`config.mk`:
```
export PLATFORM = sky130hd
export DESIGN_NAME = m706_tty_rx
export DESIGN_NICKNAME = d
export VERILOG_FILES = /design/src/rtl/tty_pkg.sv /design/src/rtl/sync2.sv /design/src/rtl/m706_tty_rx.sv
export SDC_FILE = /design/constraint.sdc
export NUM_CORES = 1
export LEC_CHECK = 0
export ABC_CLOCK_PERIOD_IN_PS = 2000
export BUFFER_PORTS_ARGS = -buffer_cell sky130_fd_sc_hd__buf_2
export CAP_MARGIN = 40
export CORE_MARGIN = 2
export CORE_UTILIZATION = 34
export CTS_CLUSTER_DIAMETER = 150
export DETAILED_ROUTE_END_ITERATION = 12
export PLACE_DENSITY = 0.57
export SETUP_SLACK_MARGIN = 0.5
export SLEW_MARGIN = 20
export SYNTH_ARGS = -nofsm -noshare
export SYNTH_HDL_FRONTEND = slang
export SYNTH_SLANG_ARGS = --single-unit
```
`constraint.sdc`:
```
create_clock -name clk -period 2 [get_ports clk]
set_clock_uncertainty 0.05 [all_clocks]
set_input_delay 0.4 -clock clk [delete_from_list [all_inputs] [get_ports clk]]
set_output_delay 0.4 -clock clk [all_outputs]
set_load 0.02 [all_outputs]
```
`src/rtl/tty_pkg.sv`:
```
// rtl/tty_pkg.sv - shared types and constants for the console teletype receiver
package tty_pkg;

  typedef enum logic [1:0] {
    IDLE  = 2'd0,
    START = 2'd1,
    DATA  = 2'd2,
    STOP  = 2'd3
  } tty_state_e;

  localparam int OVERSAMPLE_DEF = 8;
  localparam int DATA_BITS_DEF  = 8;

  // Positions of the IOP pulses within the packed {iop4, iop2, iop1} vector
  localparam int IOP_KSF = 0;
  localparam int IOP_KCC = 1;
  localparam int IOP_KRS = 2;

endpackage

```
`src/rtl/sync2.sv`:
```
// rtl/sync2.sv - two-flop synchroniser that resets to 1 (mark/idle)
module sync2 (
  input  logic clk,
  input  logic rst_n,
  input  logic d,
  output logic q
);

  logic meta;

  always_ff @(posedge clk) begin
    if (!rst_n) begin
      meta <= 1'b1;
      q    <= 1'b1;
    end else begin
      meta <= d;
      q    <= meta;
    end
  end

endmodule

```
`src/rtl/m706_tty_rx.sv`:
```
// rtl/m706_tty_rx.sv - teletype keyboard/reader receiver with KSF/KCC/KRS/KRB IOTs
module m706_tty_rx #(
  parameter int OVERSAMPLE = tty_pkg::OVERSAMPLE_DEF,
  parameter int DATA_BITS  = tty_pkg::DATA_BITS_DEF
) (
  input  logic                 clk,
  input  logic                 rst_n,
  input  logic                 baud_tick,
  input  logic                 line_in,
  input  logic                 dev_sel,
  input  logic                 iop1,
  input  logic                 iop2,
  input  logic                 iop4,
  output logic                 skip,
  output logic                 ac_clear,
  output logic [DATA_BITS-1:0] data_out,
  output logic                 int_req,
  output logic                 flag,
  output logic                 framing_err,
  output logic                 overrun,
  output logic                 reader_run,
  output logic                 active
);
  import tty_pkg::*;

  localparam int TW = $clog2(OVERSAMPLE);
  localparam int BW = $clog2(DATA_BITS + 1);
  localparam logic [TW-1:0] MID_TICK  = TW'(OVERSAMPLE / 2 - 1);
  localparam logic [TW-1:0] LAST_TICK = TW'(OVERSAMPLE - 1);
  localparam logic [BW-1:0] LAST_BIT  = BW'(DATA_BITS - 1);

  tty_state_e           state;
  logic [TW-1:0]        tick_cnt;
  logic [BW-1:0]        bit_cnt;
  logic [DATA_BITS-1:0] shreg;
  logic [DATA_BITS-1:0] buffer;
  logic                 line_s;
  logic [2:0]           iop;
  logic                 kcc;

  sync2 u_sync (
    .clk   (clk),
    .rst_n (rst_n),
    .d     (line_in),
    .q     (line_s)
  );

  assign iop      = {iop4, iop2, iop1};
  assign kcc      = dev_sel & iop[IOP_KCC];
  assign skip     = dev_sel & iop[IOP_KSF] & flag;
  assign ac_clear = kcc;
  assign data_out = (dev_sel & iop[IOP_KRS]) ? buffer : '0;
  assign int_req  = flag;
  assign active   = (state != IDLE);

  // The KCC clear is written first so a same-edge character load or start
  // detect overrides it.
  always_ff @(posedge clk) begin
    if (!rst_n) begin
      state       <= IDLE;
      tick_cnt    <= '0;
      bit_cnt     <= '0;
      shreg       <= '0;
      buffer      <= '0;
      flag        <= 1'b0;
      framing_err <= 1'b0;
      overrun     <= 1'b0;
      reader_run  <= 1'b0;
    end else begin
      if (kcc) begin
        flag        <= 1'b0;
        framing_err <= 1'b0;
        overrun     <= 1'b0;
        reader_run  <= 1'b1;
      end
      if (baud_tick) begin
        case (state)
          IDLE: begin
            if (!line_s) begin
              state      <= START;
              tick_cnt   <= '0;
              reader_run <= 1'b0;
            end
          end
          START: begin
            if (tick_cnt == MID_TICK) begin
              if (!line_s) begin
                state    <= DATA;
                tick_cnt <= '0;
                bit_cnt  <= '0;
              end else begin
                state <= IDLE;
              end
            end else begin
              tick_cnt <= tick_cnt + TW'(1);
            end
          end
          DATA: begin
            if (tick_cnt == LAST_TICK) begin
              shreg    <= {line_s, shreg[DATA_BITS-1:1]};
              tick_cnt <= '0;
              bit_cnt  <= bit_cnt + BW'(1);
              if (bit_cnt == LAST_BIT) state <= STOP;
            end else begin
              tick_cnt <= tick_cnt + TW'(1);
            end
          end
          STOP: begin
            if (tick_cnt == LAST_TICK) begin
              buffer      <= shreg;
              flag        <= 1'b1;
              framing_err <= ~line_s;
              overrun     <= flag;
              tick_cnt    <= '0;
              state       <= IDLE;
            end else begin
              tick_cnt <= tick_cnt + TW'(1);
            end
          end
          default: state <= IDLE;
        endcase
      end
    end
  end

endmodule
```
==> parameters.txt, run 1 <==
Parameter                              Value

Floorplan
  Die X-Extent ... 67.39 um
  Placeable Area ... 3943 sq um
  Starting Density ... 34.66%
  Overall die height ... 67.39 um
  Die ar. ... 4541 sq um
  FP Rows ... 23
  Boundary pin count ... 24

Power
  Relative contribution of sequential cells to total power ... 51.9%
  Fraction of power spent switching nets ... 21.12%
  Combinational fraction of design power ... 4.1%
  Power per Cell Area ... 724.9 nW/um^2
  Fraction of power consumed by the clock network ... 44.0%
  Leakage ... 0.0007264 uW
  Final Total Pwr ... 1206 uW
  Total net switching power ... 254.8 uW
  VDD IR-drop max ... 0.3143 mV
  Internal power component ... 951.6 uW

Synthesis
  Synth top cells by count ... sky130_fd_sc_hd__nand2_1 (40), sky130_fd_sc_hd__dfxtp_1 (31), sky130_fd_sc_hd__a21oi_1 (24)
  Largest cells by area after synthesis ... sky130_fd_sc_hd__dfxtp_1 (45%), sky130_fd_sc_hd__nand2_1 (11%), sky130_fd_sc_hd__a21oi_1 (8.8%)
  Post-synthesis net count ... 178
  Post-synth top area share ... 45.42%
  Cell taking the most area after synthesis ... sky130_fd_sc_hd__dfxtp_1
  Number of distinct library cells after synthesis ... 34
  Portion of the post-synthesis area used by sequential elements ... 45.42%
  Count of yosys warnings during synthesis ... 0
  Synth Cell Area ... 1366 sq um
  Fraction of registers with async set/reset ... 0%
  Post-synthesis sequential element count ... 31
  Post-Synthesis Cells ... 166
  Most common cell in the synthesized netlist ... sky130_fd_sc_hd__nand2_1
  Per-instance average area after synthesis ... 8.231 sq um
  Primary FF master, synth ... sky130_fd_sc_hd__dfxtp_1
  Number of enable-type register cells in the synthesized netlist ... 0

Clock tree
  Num CTS Buffers ... 5
  CTS sink count ... 31
  Clock Latency Late Sink ... 0.28 ns
  Number of post-CTS setup repair buffers ... 0
  Clock root buffer ... sky130_fd_sc_hd__clkbuf_8
  Clock tree from TritonCTS ... built
  Clock transition at the registers of the reported paths ... 0.06 ns
  Number of levels in the clock H-tree ... 2
  CTS max path bufs ... 2
  Number of hold buffers added after CTS ... 0

STA
  Final-layout setup total negative slack ... 0 ns
  Hold Fails Final Rpt ... 0
  Final max-slew violation count ... 0
  Crit share post-route ... 73.48%
  Minimum clock period after layout ... 1.470 ns
  RSZ-0062 raised after global routing ... yes
  Max_slew headroom ... 68.62%
  Worst-margin pin slew ... 0.4702 ns
  Final setup fails ... 0
  Maximum achievable frequency ... 0.6805 GHz

Critical path
  Nature of the critical path startpoint ... flop
  Crit-path cells ... ha_4 > ha_4 > or3b_1 > a21o_1 > o22ai_1
  Worst Setup Path Type ... flop to flop
  Maximum single-stage delay on the critical path ... 0.34 ns
  Buffer and inverter count on the worst path ... 0
  Standard cell with the maximum stage delay on the critical path ... sky130_fd_sc_hd__dfxtp_2
  Top fanout value on the critical path ... 4
  Endpoint required time on the critical path ... 2.15 ns
  Arrival time reported for the critical path endpoint ... 1.62 ns
  Cell type group with the largest total delay on the critical path ... flip-flops
  Nature of the critical path endpoint ... flop
  Crit path top cell by count ... sky130_fd_sc_hd__ha_4

Place
  Count of input and output buffers ... 23
  Number of placed cells counting well taps ... 230
  Placed wire-length estimate after detailed placement ... 2003 um
  Instance area at placement ... 1498 sq um
  Final GP Congestion ... 0.8051

Cells and area
  Post-layout instance area ... 1664 sq um
  Number of filler cells placed in the layout ... 404
  Antenna diode count ... 0
  Count of placed standard cells in the final layout, fillers left out ... 238
  Fraction of layout cells with a size suffix above 1 ... 23.94%
  Number of nets in the layout ... 199
  Area growth from synthesis to layout ... 21.80%

Global routing
  Via count of the first global-routing pass ... 1075
  GRT Residual Overflow ... 0
  First-pass GRT wire length ... 4740 um
  Largest net degree at the start of global routing ... 17
  Total GRT Usage ... 14.01%
  Initial antenna violation count ... 0

Route
  Antenna violation net count after detailed routing ... 0
  First-pass detailed-route iteration total ... 4
  Mean number of vias per cell ... 4.987
  Number of vias after detailed routing ... 1187
  Final wirelength ... 2798 um
  Wire per inst ... 11.76 um
  Remaining design rule violation count ... 0
  Initial drt markers ... 57

Flow run
  Max-cap violation count ... 0

Run status
  Outcome ... complete, no violations

Min path
  Worst hold-check path type ... input pin to flop
==> path summary, 6_finish.rpt <==
path,from,end,slack [ns],cells past startpoint
max reg2reg,tick_cnt[0],tick_cnt[0],0.53,5
max,tick_cnt[0],tick_cnt[0],0.53,5
min,line_in,u_sync.meta,0.25,2
min reg2reg,u_sync.meta,u_sync.q,0.36,1
==> sequential cells by signal (all words and copies together) (netlist names), named ones only <==
name	cells
state	1
u_sync.q	1
tick_cnt	3
buffer	8
u_sync.meta	1
shreg	8
overrun	1
reader_run	1
bit_cnt	4
framing_err	1
flag	1
==> per-stage QoR <==
step / worst slack (ns) / util [%] / hold slack [ns]
2_1_floorplan: 0.5191 / - / 0.3363
3_3_place_gp: 0.4170 / 37.99 / 0.3403
3_5_place_dp: 0.3424 / 37.99 / 0.3468
4_1_cts: 0.5013 / 41.76 / 0.2406
5_1_grt: 0.4799 / 42.21 / 0.2576
6_report: 0.5305 / 42.21 / 0.2474
==> power by group through the flow <==
stage / combinational [uW] / sequential [uW] / clock [uW]
after floorplan: 33.1 / 640 / 0
after global placement: 47.2 / 641 / 0
after detailed placement: 48.0 / 641 / 0
after CTS: 48.8 / 626 / 553
after global routing: 55.4 / 626 / 573
final: 49.2 / 626 / 531
==> timing repair <==
item / in CTS / in global routing
resized for setup: 14 / 5
endpoints found under the setup margin: 27 / 19
pin swaps: 3 / 0
==> layer usage <==
| metal | up-vias | share of wire, % | wire [um] | global-route usage, % |
|---|---|---|---|---|
| met5 | - | 0 | 0 | 0 |
| met3 | 6 | 6.0 | 169 | 5.000 |
| met1 | 534 | 44 | 1239 | 16.39 |
| met4 | 0 | 1.8 | 50 | 6.378 |
| met2 | 37 | 48 | 1338 | 22.90 |
| li1 | 610 | - | - | - |
==> layout make-up <==
type	instances	area, sq um	share of cell area (%)
Multi-Input combinational cell	117	709.4	42.63
Sequential cell	31	631.9	37.97
Timing Repair Buffer	25	133.9	8.045
Clock buffer	8	100.1	6.015
Tap cell	50	62.56	3.759
Inverter	7	26.28	1.579
==> cell usage in the layout, fill, tap and decap left out, types with 2 or more instances in the layout <==
| master | instances |
|---|---|
| sky130_fd_sc_hd__and3_1 | 9 |
| sky130_fd_sc_hd__inv_1 | 7 |
| sky130_fd_sc_hd__or3_1 | 2 |
| sky130_fd_sc_hd__nor2_1 | 4 |
| sky130_fd_sc_hd__buf_2 | 23 |
| sky130_fd_sc_hd__o22ai_1 | 2 |
| sky130_fd_sc_hd__dfxtp_4 | 2 |
| sky130_fd_sc_hd__o21ai_0 | 2 |
| sky130_fd_sc_hd__clkbuf_8 | 7 |
| sky130_fd_sc_hd__nand2_1 | 40 |
| sky130_fd_sc_hd__o211ai_1 | 2 |
| sky130_fd_sc_hd__nand4b_1 | 2 |
| sky130_fd_sc_hd__nand2b_1 | 4 |
| sky130_fd_sc_hd__nand3_1 | 4 |
| sky130_fd_sc_hd__dfxtp_1 | 26 |
| sky130_fd_sc_hd__dfxtp_2 | 3 |
| sky130_fd_sc_hd__a21oi_1 | 24 |
| sky130_fd_sc_hd__ha_4 | 3 |
==> kinds of logic (layout without fill, tap and decap cells) <==
kind of cell	after synthesis	count (layout)	synth area share (%)
AO/OA/AOI/OAI	38	38	16.30
adder cells (fa/ha/maj)	4	4	3.663
buffers and inverters	18	40	6.411
flip-flops	31	31	45.42
multiplexers	1	1	0.7326
AND/OR/NAND/NOR	74	74	27.47
No activity file was read; power rests on OpenSTA's default activity.
==> inputs of run 2 (changes only) <==
- ABC_CLOCK_PERIOD_IN_PS: 2000 -> 1300
- PLACE_DENSITY: 0.57 -> 0.59
- clock period: 2 -> 1.3 ns (I/O delays scaled with it)
==> run 2 against run 1 <==
  * Routed wire length rose by 40%
  * Die area did not move
  * Total power rose by 73%
  * The run now ends with setup timing left
  * Setup slack got worse by 0.71 ns
  * Highest routed layer unchanged
==> parameters.txt, run 2 (same netlist as run 1, synthesis figures left out) <==
Parameter                              Value

Power
  VDD IR-drop max ... 0.4649 mV (was 0.3143 mV)
  Internal power component ... 1639 uW (was 951.6 uW)
  Leakage ... 0.001176 uW (was 0.0007264 uW)
  Fraction of power consumed by the clock network ... 47.1% (was 44.0%)
  Combinational fraction of design power ... 7.0% (was 4.1%)
  Relative contribution of sequential cells to total power ... 45.9% (was 51.9%)
  Total net switching power ... 443.1 uW (was 254.8 uW)
  Fraction of power spent switching nets ... 21.28% (was 21.12%)
  Power per Cell Area ... 828.2 nW/um^2 (was 724.9 nW/um^2)

Place
  Instance area at placement ... 1732 sq um (was 1498 sq um)
  Placed wire-length estimate after detailed placement ... 2191 um (was 2003 um)
  Count of input and output buffers ... 23 (unchanged)
  Post-Place Worst Slack ... -0.1669 ns (was 0.3424 ns)
  Number of placed cells counting well taps ... 242 (was 230)
  Final GP Congestion ... 0.7435 (was 0.8051)

Run status
  Violations in the final reports ... setup timing
  Outcome ... finished with violations (was complete, no violations)

Route
  Initial drt markers ... 60 (was 57)
  Remaining design rule violation count ... 0 (unchanged)
  Antenna violation net count after detailed routing ... 0 (unchanged)
  Mean number of vias per cell ... 4.978 (was 4.987)
  First-pass detailed-route iteration total ... 4 (unchanged)
  Final wirelength ... 3906 um (was 2798 um)
  Number of vias after detailed routing ... 1344 (was 1187)
  Wire per inst ... 14.47 um (was 11.76 um)

Global routing
  Initial antenna violation count ... 0 (unchanged)
  Global-route met3 utilization ... 5.000% (unchanged)
  GRT Residual Overflow ... 0 (unchanged)
  Busiest layer in global routing ... met2 (unchanged)
  First-pass GRT wire length ... 6099 um (was 4740 um)
  Via count of the first global-routing pass ... 1307 (was 1075)
  Met2 track demand over resource ... 32.30% (was 22.90%)
  Total GRT Usage ... 18.16% (was 14.01%)
  M1 GR Usage ... 21.17% (was 16.39%)
  Largest net degree at the start of global routing ... 19 (was 17)

Cells and area
  Number of nets in the layout ... 231 (was 199)
  Most frequent cells in the layout ... sky130_fd_sc_hd__buf_6 (23), sky130_fd_sc_hd__buf_4 (23), sky130_fd_sc_hd__a21oi_2 (21) (was sky130_fd_sc_hd__nand2_1 (40), sky130_fd_sc_hd__dfxtp_1 (26), sky130_fd_sc_hd__a21oi_1 (24))
  End-of-flow core utilization ... 63.76% (was 42.21%)
  Area occupied by multi-input gates ... 1086 sq um (was 709.4 sq um)
  Regs by FF count ... buffer x8, shreg x8, bit_cnt x4 (unchanged)
  Count of placed standard cells in the final layout, fillers left out ... 270 (was 238)
  Area growth from synthesis to layout ... 83.97% (was 21.80%)
  Storage element area ... 651.9 sq um (was 631.9 sq um)
  Antenna diode count ... 0 (unchanged)
  Fraction of layout cells with a size suffix above 1 ... 71.82% (was 23.94%)
  Number of filler cells placed in the layout ... 299 (was 404)
  Post-layout instance area ... 2514 sq um (was 1664 sq um)

Floorplan
  Starting Density ... 34.66% (unchanged)
  Placeable Area ... 3943 sq um (unchanged)
  Die X-Extent ... 67.39 um (unchanged)
  FP Rows ... 23 (unchanged)
  Overall die height ... 67.39 um (unchanged)
  Boundary pin count ... 24 (unchanged)
  Die ar. ... 4541 sq um (unchanged)

STA
  RSZ-0062 raised after global routing ... yes (unchanged)
  Maximum achievable frequency ... 0.6748 GHz (was 0.6805 GHz)
  Minimum clock period after layout ... 1.482 ns (was 1.470 ns)
  Max_slew headroom ... 79.35% (was 68.62%)
  Crit share post-route ... 114.0% (was 73.48%)
  Hold Fails Final Rpt ... 0 (unchanged)
  Final max-slew violation count ... 0 (unchanged)
  Setup slack of the critical path after layout ... -0.1818 ns (was 0.5305 ns)
  Final setup fails ... 28 (was 0)
  Worst-margin pin slew ... 0.3094 ns (was 0.4702 ns)

Critical path
  Standard cell with the maximum stage delay on the critical path ... sky130_fd_sc_hd__or3b_1 (was sky130_fd_sc_hd__dfxtp_2)
  Worst Setup Path Type ... flop to flop (unchanged)
  Nature of the critical path startpoint ... flop (unchanged)
  Crit-path cells ... ha_4 > ha_4 > or3b_1 > a21o_1 > o22ai_2 (was ha_4 > ha_4 > or3b_1 > a21o_1 > o22ai_1)
  Crit path top cell by count ... sky130_fd_sc_hd__ha_4 (unchanged)
  Maximum single-stage delay on the critical path ... 0.34 ns (about the same)
  Top fanout value on the critical path ... 4 (unchanged)
  Nature of the critical path endpoint ... flop (unchanged)
  Cell type group with the largest total delay on the critical path ... simple AND/OR/NAND/NOR gates (was flip-flops)
  Arrival time reported for the critical path endpoint ... 1.63 ns (was 1.62 ns)
  Buffer and inverter count on the worst path ... 0 (unchanged)
  Endpoint required time on the critical path ... 1.45 ns (was 2.15 ns)

Min path
  Worst hold-check path type ... input pin to flop (unchanged)

Clock tree
  Num CTS Buffers ... 5 (unchanged)
  CTS max path bufs ... 2 (unchanged)
  Clock tree from TritonCTS ... built (unchanged)
  Clock transition at the registers of the reported paths ... 0.06 ns (about the same)
  Number of levels in the clock H-tree ... 2 (unchanged)
  Number of hold buffers added after CTS ... 0 (unchanged)
  Clock Latency Late Sink ... 0.28 ns (about the same)
  CTS sink count ... 31 (unchanged)
  Clock root buffer ... sky130_fd_sc_hd__clkbuf_8 (unchanged)

Flow run
  Max-cap violation count ... 0 (unchanged)
run 2: cell count changes in the layout (fill, tap and decap cells not counted), moves of 18 or more:
cell and delta:
sky130_fd_sc_hd__a21oi_1 -21, sky130_fd_sc_hd__buf_4 +22, sky130_fd_sc_hd__nand2_4 +20, sky130_fd_sc_hd__nand2_1 -28, sky130_fd_sc_hd__buf_6 +22, sky130_fd_sc_hd__a21oi_2 +21, sky130_fd_sc_hd__buf_2 -18
run 2: worst reg2reg max path, stage by stage (launching register included):
cell and delay [ns]:
sky130_fd_sc_hd__dfxtp_2 0.33, sky130_fd_sc_hd__ha_4 0.17, sky130_fd_sc_hd__ha_4 0.16, sky130_fd_sc_hd__or3b_1 0.34
sky130_fd_sc_hd__a21o_1 0.19, sky130_fd_sc_hd__o22ai_2 0.15
run 2: metrics by stage:
stage / hold slack (ns) / power (uW) / setup TNS, ns
CTS: 0.1070 / 2096 / -1.400
global route: 0.1208 / 2163 / -4.530
global placement: 0.3405 / 1073 / -0.7336
detailed placement: 0.3447 / 1075 / -1.429
finish: 0.1135 / 2082 / -2.438
floorplan: 0.3115 / 1046 / -0.2976
run 2: routing by layer:
layer | part of all wire [%] | vias up | wire [um]
met3 | 3.4 | 6 | 131
met1 | 41 | 631 | 1618
met4 | 1.0 | 0 | 41
li1 | - | 683 | -
met2 | 54 | 24 | 2116
met5 | 0 | - | 0
run 2: final timing paths:
check	to	slack, ns	depth (start not counted)	startpoint
max	tick_cnt[0]	-0.18	5	tick_cnt[1]
min	u_sync.meta	0.11	2	line_in
min reg2reg	u_sync.q	0.36	1	u_sync.meta
max reg2reg	tick_cnt[0]	-0.18	5	tick_cnt[1]
run 2: area by class of cell:
class	instances	area share, %
multi-input cells	118	43.21
flip-flops and latches	31	25.93
well taps	50	2.489
inverters	7	1.045
clock inverters	2	1.394
clock buffers	6	3.285
repair buffers	56	22.65
run 2: timing repair:
item / CTS / global route
pin swaps: 19 / 26
endpoints found under the setup margin: 45 / 45
cloned: 2 / 2
setup buffers: 12 / 4
gates resized for setup: 83 / 60
run 2: power groups by stage:
stage	logic (uW)	clock network [uW]	registers, uW
finish	146	980	956
global route	157	1050	956
CTS	135	1010	955
detailed placement	91.3	0	984
global placement	89.2	0	984
floorplan	62.7	0	984
==> inputs of run 3 (changes only) <==
--- a/config.mk
+++ b/config.mk
@@ -11,4 +11,5 @@
 export CORE_MARGIN = 2
 export CORE_UTILIZATION = 34
+export CTS_BUF_LIST = sky130_fd_sc_hd__clkbuf_4
 export CTS_CLUSTER_DIAMETER = 150
 export DETAILED_ROUTE_END_ITERATION = 12
==> constraint.sdc (replaced) <==
create_clock -name clk -period 1.3 [get_ports clk]
set_clock_uncertainty 0.05 [all_clocks]
set_input_delay 0.39 -clock clk [delete_from_list [all_inputs] [get_ports clk]]
set_output_delay 0.39 -clock clk [all_outputs]
set_load 0.02 [all_outputs]
==> run 3 against run 2 <==
  * The flow still finishes with violations (setup timing)
  * Combinational power about the same
  * Largest power group is now registers
  * Critical path type unchanged
  * Critical endpoint is now bit_cnt[3]
  * Sequential power is essentially flat
  * Critical path depth rose by 1
  * Clock power fell by 45%
==> parameters.txt, run 3 (same netlist as run 1, synthesis figures left out) <==
Parameter                              Value

Critical path
  Nature of the critical path endpoint ... flop (unchanged)
  Worst Setup Path Type ... flop to flop (unchanged)
  Crit path top cell by count ... sky130_fd_sc_hd__ha_4 (unchanged)
  Endpoint required time on the critical path ... 1.47 ns (was 1.45 ns)
  Crit-path cells ... ha_4 > ha_4 > nand4b_4 > buf_6 > o21ai_0 > a21oi_2 (was ha_4 > ha_4 > or3b_1 > a21o_1 > o22ai_2)
  Maximum single-stage delay on the critical path ... 0.36 ns (was 0.34 ns)
  Arrival time reported for the critical path endpoint ... 1.65 ns (was 1.63 ns)
  Standard cell with the maximum stage delay on the critical path ... sky130_fd_sc_hd__dfxtp_2 (was sky130_fd_sc_hd__or3b_1)
  Nature of the critical path startpoint ... flop (unchanged)
  Top fanout value on the critical path ... 4 (unchanged)

Route
  First-pass detailed-route iteration total ... 4 (unchanged)
  Wire per inst ... 14.30 um (was 14.47 um)
  Mean number of vias per cell ... 5.128 (was 4.978)
  Final wirelength ... 3789 um (was 3906 um)
  Remaining design rule violation count ... 0 (unchanged)
  Top metal layer carrying routed signals ... met4 (unchanged)
  Initial drt markers ... 64 (was 60)
  Met2 layer wire length in the routed design ... 2036 um (was 2116 um)
  Number of vias after detailed routing ... 1359 (was 1344)
  Wire length on met1 ... 1575 um (was 1618 um)
  Wire length on met3 ... 118 um (was 131 um)
  Antenna violation net count after detailed routing ... 0 (unchanged)

Clock tree
  CTS max path bufs ... 2 (unchanged)
  Clock root buffer ... sky130_fd_sc_hd__clkbuf_4 (was sky130_fd_sc_hd__clkbuf_8)
  Num CTS Buffers ... 5 (unchanged)
  Number of levels in the clock H-tree ... 2 (unchanged)
  Clock transition at the registers of the reported paths ... 0.10 ns (was 0.06 ns)
  CTS sink count ... 31 (unchanged)
  Clock Latency Late Sink ... 0.33 ns (was 0.28 ns)
  Clock tree from TritonCTS ... built (unchanged)

Floorplan
  Placeable Area ... 3943 sq um (unchanged)
  Die ar. ... 4541 sq um (unchanged)
  FP Rows ... 23 (unchanged)
  Boundary pin count ... 24 (unchanged)
  Starting Density ... 34.66% (unchanged)
  Overall die height ... 67.39 um (unchanged)
  Die X-Extent ... 67.39 um (unchanged)

STA
  Setup slack of the critical path after layout ... -0.1821 ns (was -0.1818 ns)
  Max_slew headroom ... 81.10% (was 79.35%)
  Final max-slew violation count ... 0 (unchanged)
  Maximum achievable frequency ... 0.6747 GHz (was 0.6748 GHz)
  Hold Fails Final Rpt ... 0 (unchanged)
  Final setup fails ... 39 (was 28)
  RSZ-0062 raised after global routing ... yes (unchanged)
  Worst-margin pin slew ... 0.2835 ns (was 0.3094 ns)
  Worst slack on hold paths ... 0.1857 ns (was 0.1135 ns)
  Minimum clock period after layout ... 1.482 ns (about the same)
  Crit share post-route ... 114.0% (about the same)

Place
  Post-Place Worst Slack ... -0.1588 ns (was -0.1669 ns)
  Count of input and output buffers ... 23 (unchanged)
  Placed wire-length estimate after detailed placement ... 2224 um (was 2191 um)
  Number of placed cells counting well taps ... 243 (was 242)
  Final GP Congestion ... 0.7667 (was 0.7435)

Power
  VDD IR-drop max ... 0.4694 mV (was 0.4649 mV)
  Leakage ... 0.001076 uW (was 0.001176 uW)
  Power per Cell Area ... 701.0 nW/um^2 (was 828.2 nW/um^2)
  Final Total Pwr ... 1646 uW (was 2082 uW)

Global routing
  Initial antenna violation count ... 0 (unchanged)
  GRT Residual Overflow ... 0 (unchanged)
  Via count of the first global-routing pass ... 1288 (was 1307)
  Largest net degree at the start of global routing ... 20 (was 19)
  Total GRT Usage ... 17.57% (was 18.16%)
  First-pass GRT wire length ... 5899 um (was 6099 um)

Cells and area
  End-of-flow core utilization ... 59.57% (was 63.76%)
  Fraction of layout cells with a size suffix above 1 ... 66.05% (was 71.82%)
  Regs by FF count ... buffer x8, shreg x8, bit_cnt x4 (unchanged)
  Most common library cell in the layout ignoring fill and taps ... sky130_fd_sc_hd__buf_6
  Area growth from synthesis to layout ... 71.89% (was 83.97%)
  Number of nets in the layout ... 226 (was 231)
  Most frequent cells in the layout ... sky130_fd_sc_hd__buf_6 (24), sky130_fd_sc_hd__nand2_1 (21), sky130_fd_sc_hd__a21oi_2 (19) (was sky130_fd_sc_hd__buf_6 (23), sky130_fd_sc_hd__buf_4 (23), sky130_fd_sc_hd__a21oi_2 (21))
  Count of placed standard cells in the final layout, fillers left out ... 265 (was 270)
  Antenna diode count ... 0 (unchanged)

Run status
  Violations in the final reports ... setup timing (unchanged)
  Outcome ... finished with violations (unchanged)

Flow run
  Max-cap violation count ... 0 (unchanged)

Min path
  Worst hold-check path type ... input pin to flop (unchanged)
==> run 3: what timing repair did <==
action / CTS / global route
gates resized for setup: 73 / 53
buffers inserted: 8 / 2
gates cloned: 4 / 0
pin swaps: 8 / 18
hold buffers: 0 / 0
endpoints found under the setup margin: 45 / 45
==> run 3: per-stage QoR <==
stage / setup TNS (ns) / area [sq um]
2_1_floorplan: -0.3008 / 1573
3_3_place_gp: -2.377 / 1754
3_5_place_dp: -3.428 / 1754
4_1_cts: -3.861 / 2143
5_1_grt: -6.613 / 2349
6_report: -4.274 / 2349
==> run 3: where the power goes <==
part / total, uW / internal (uW) / switching, uW
sequential: 958 / 950 / 8.25
combinational: 146 / 67.6 / 78.0
clock: 543 / 198 / 345
total: 1650 / 1220 / 431
==> run 3: final cells by class <==
type	instances	area, sq um
multi-input cells	118	1026
flip-flops and latches	31	653.1
clock inverters	3	15.01
well taps	50	62.56
inverters	7	36.28
clock buffers	5	37.54
fillers	320	1594
repair buffers	51	518.0
==> run 3: worst paths after layout <==
kind                from          end  cells after the start  slack [ns]
max          tick_cnt[1]   bit_cnt[3]                      6       -0.18
min              line_in  u_sync.meta                      2        0.19
max reg2reg  tick_cnt[1]   bit_cnt[3]                      6       -0.18
min reg2reg  u_sync.meta     u_sync.q                      1        0.38
==> run 3: routing by layer <==
layer,up-vias,global-route usage [%]
li1,674,-
met1,654,20.06
met2,24,30.32
met3,7,4.833
met4,0,8.163
met5,-,0
==> run 3: critical path: cells and delay by family, from the launching register on <==
family / cells / cell delay (ns)
compound gates: 2 / 0.35
fa+ha+maj: 2 / 0.32
buf+inv: 1 / 0.15
flops: 1 / 0.36
simple gates: 1 / 0.13
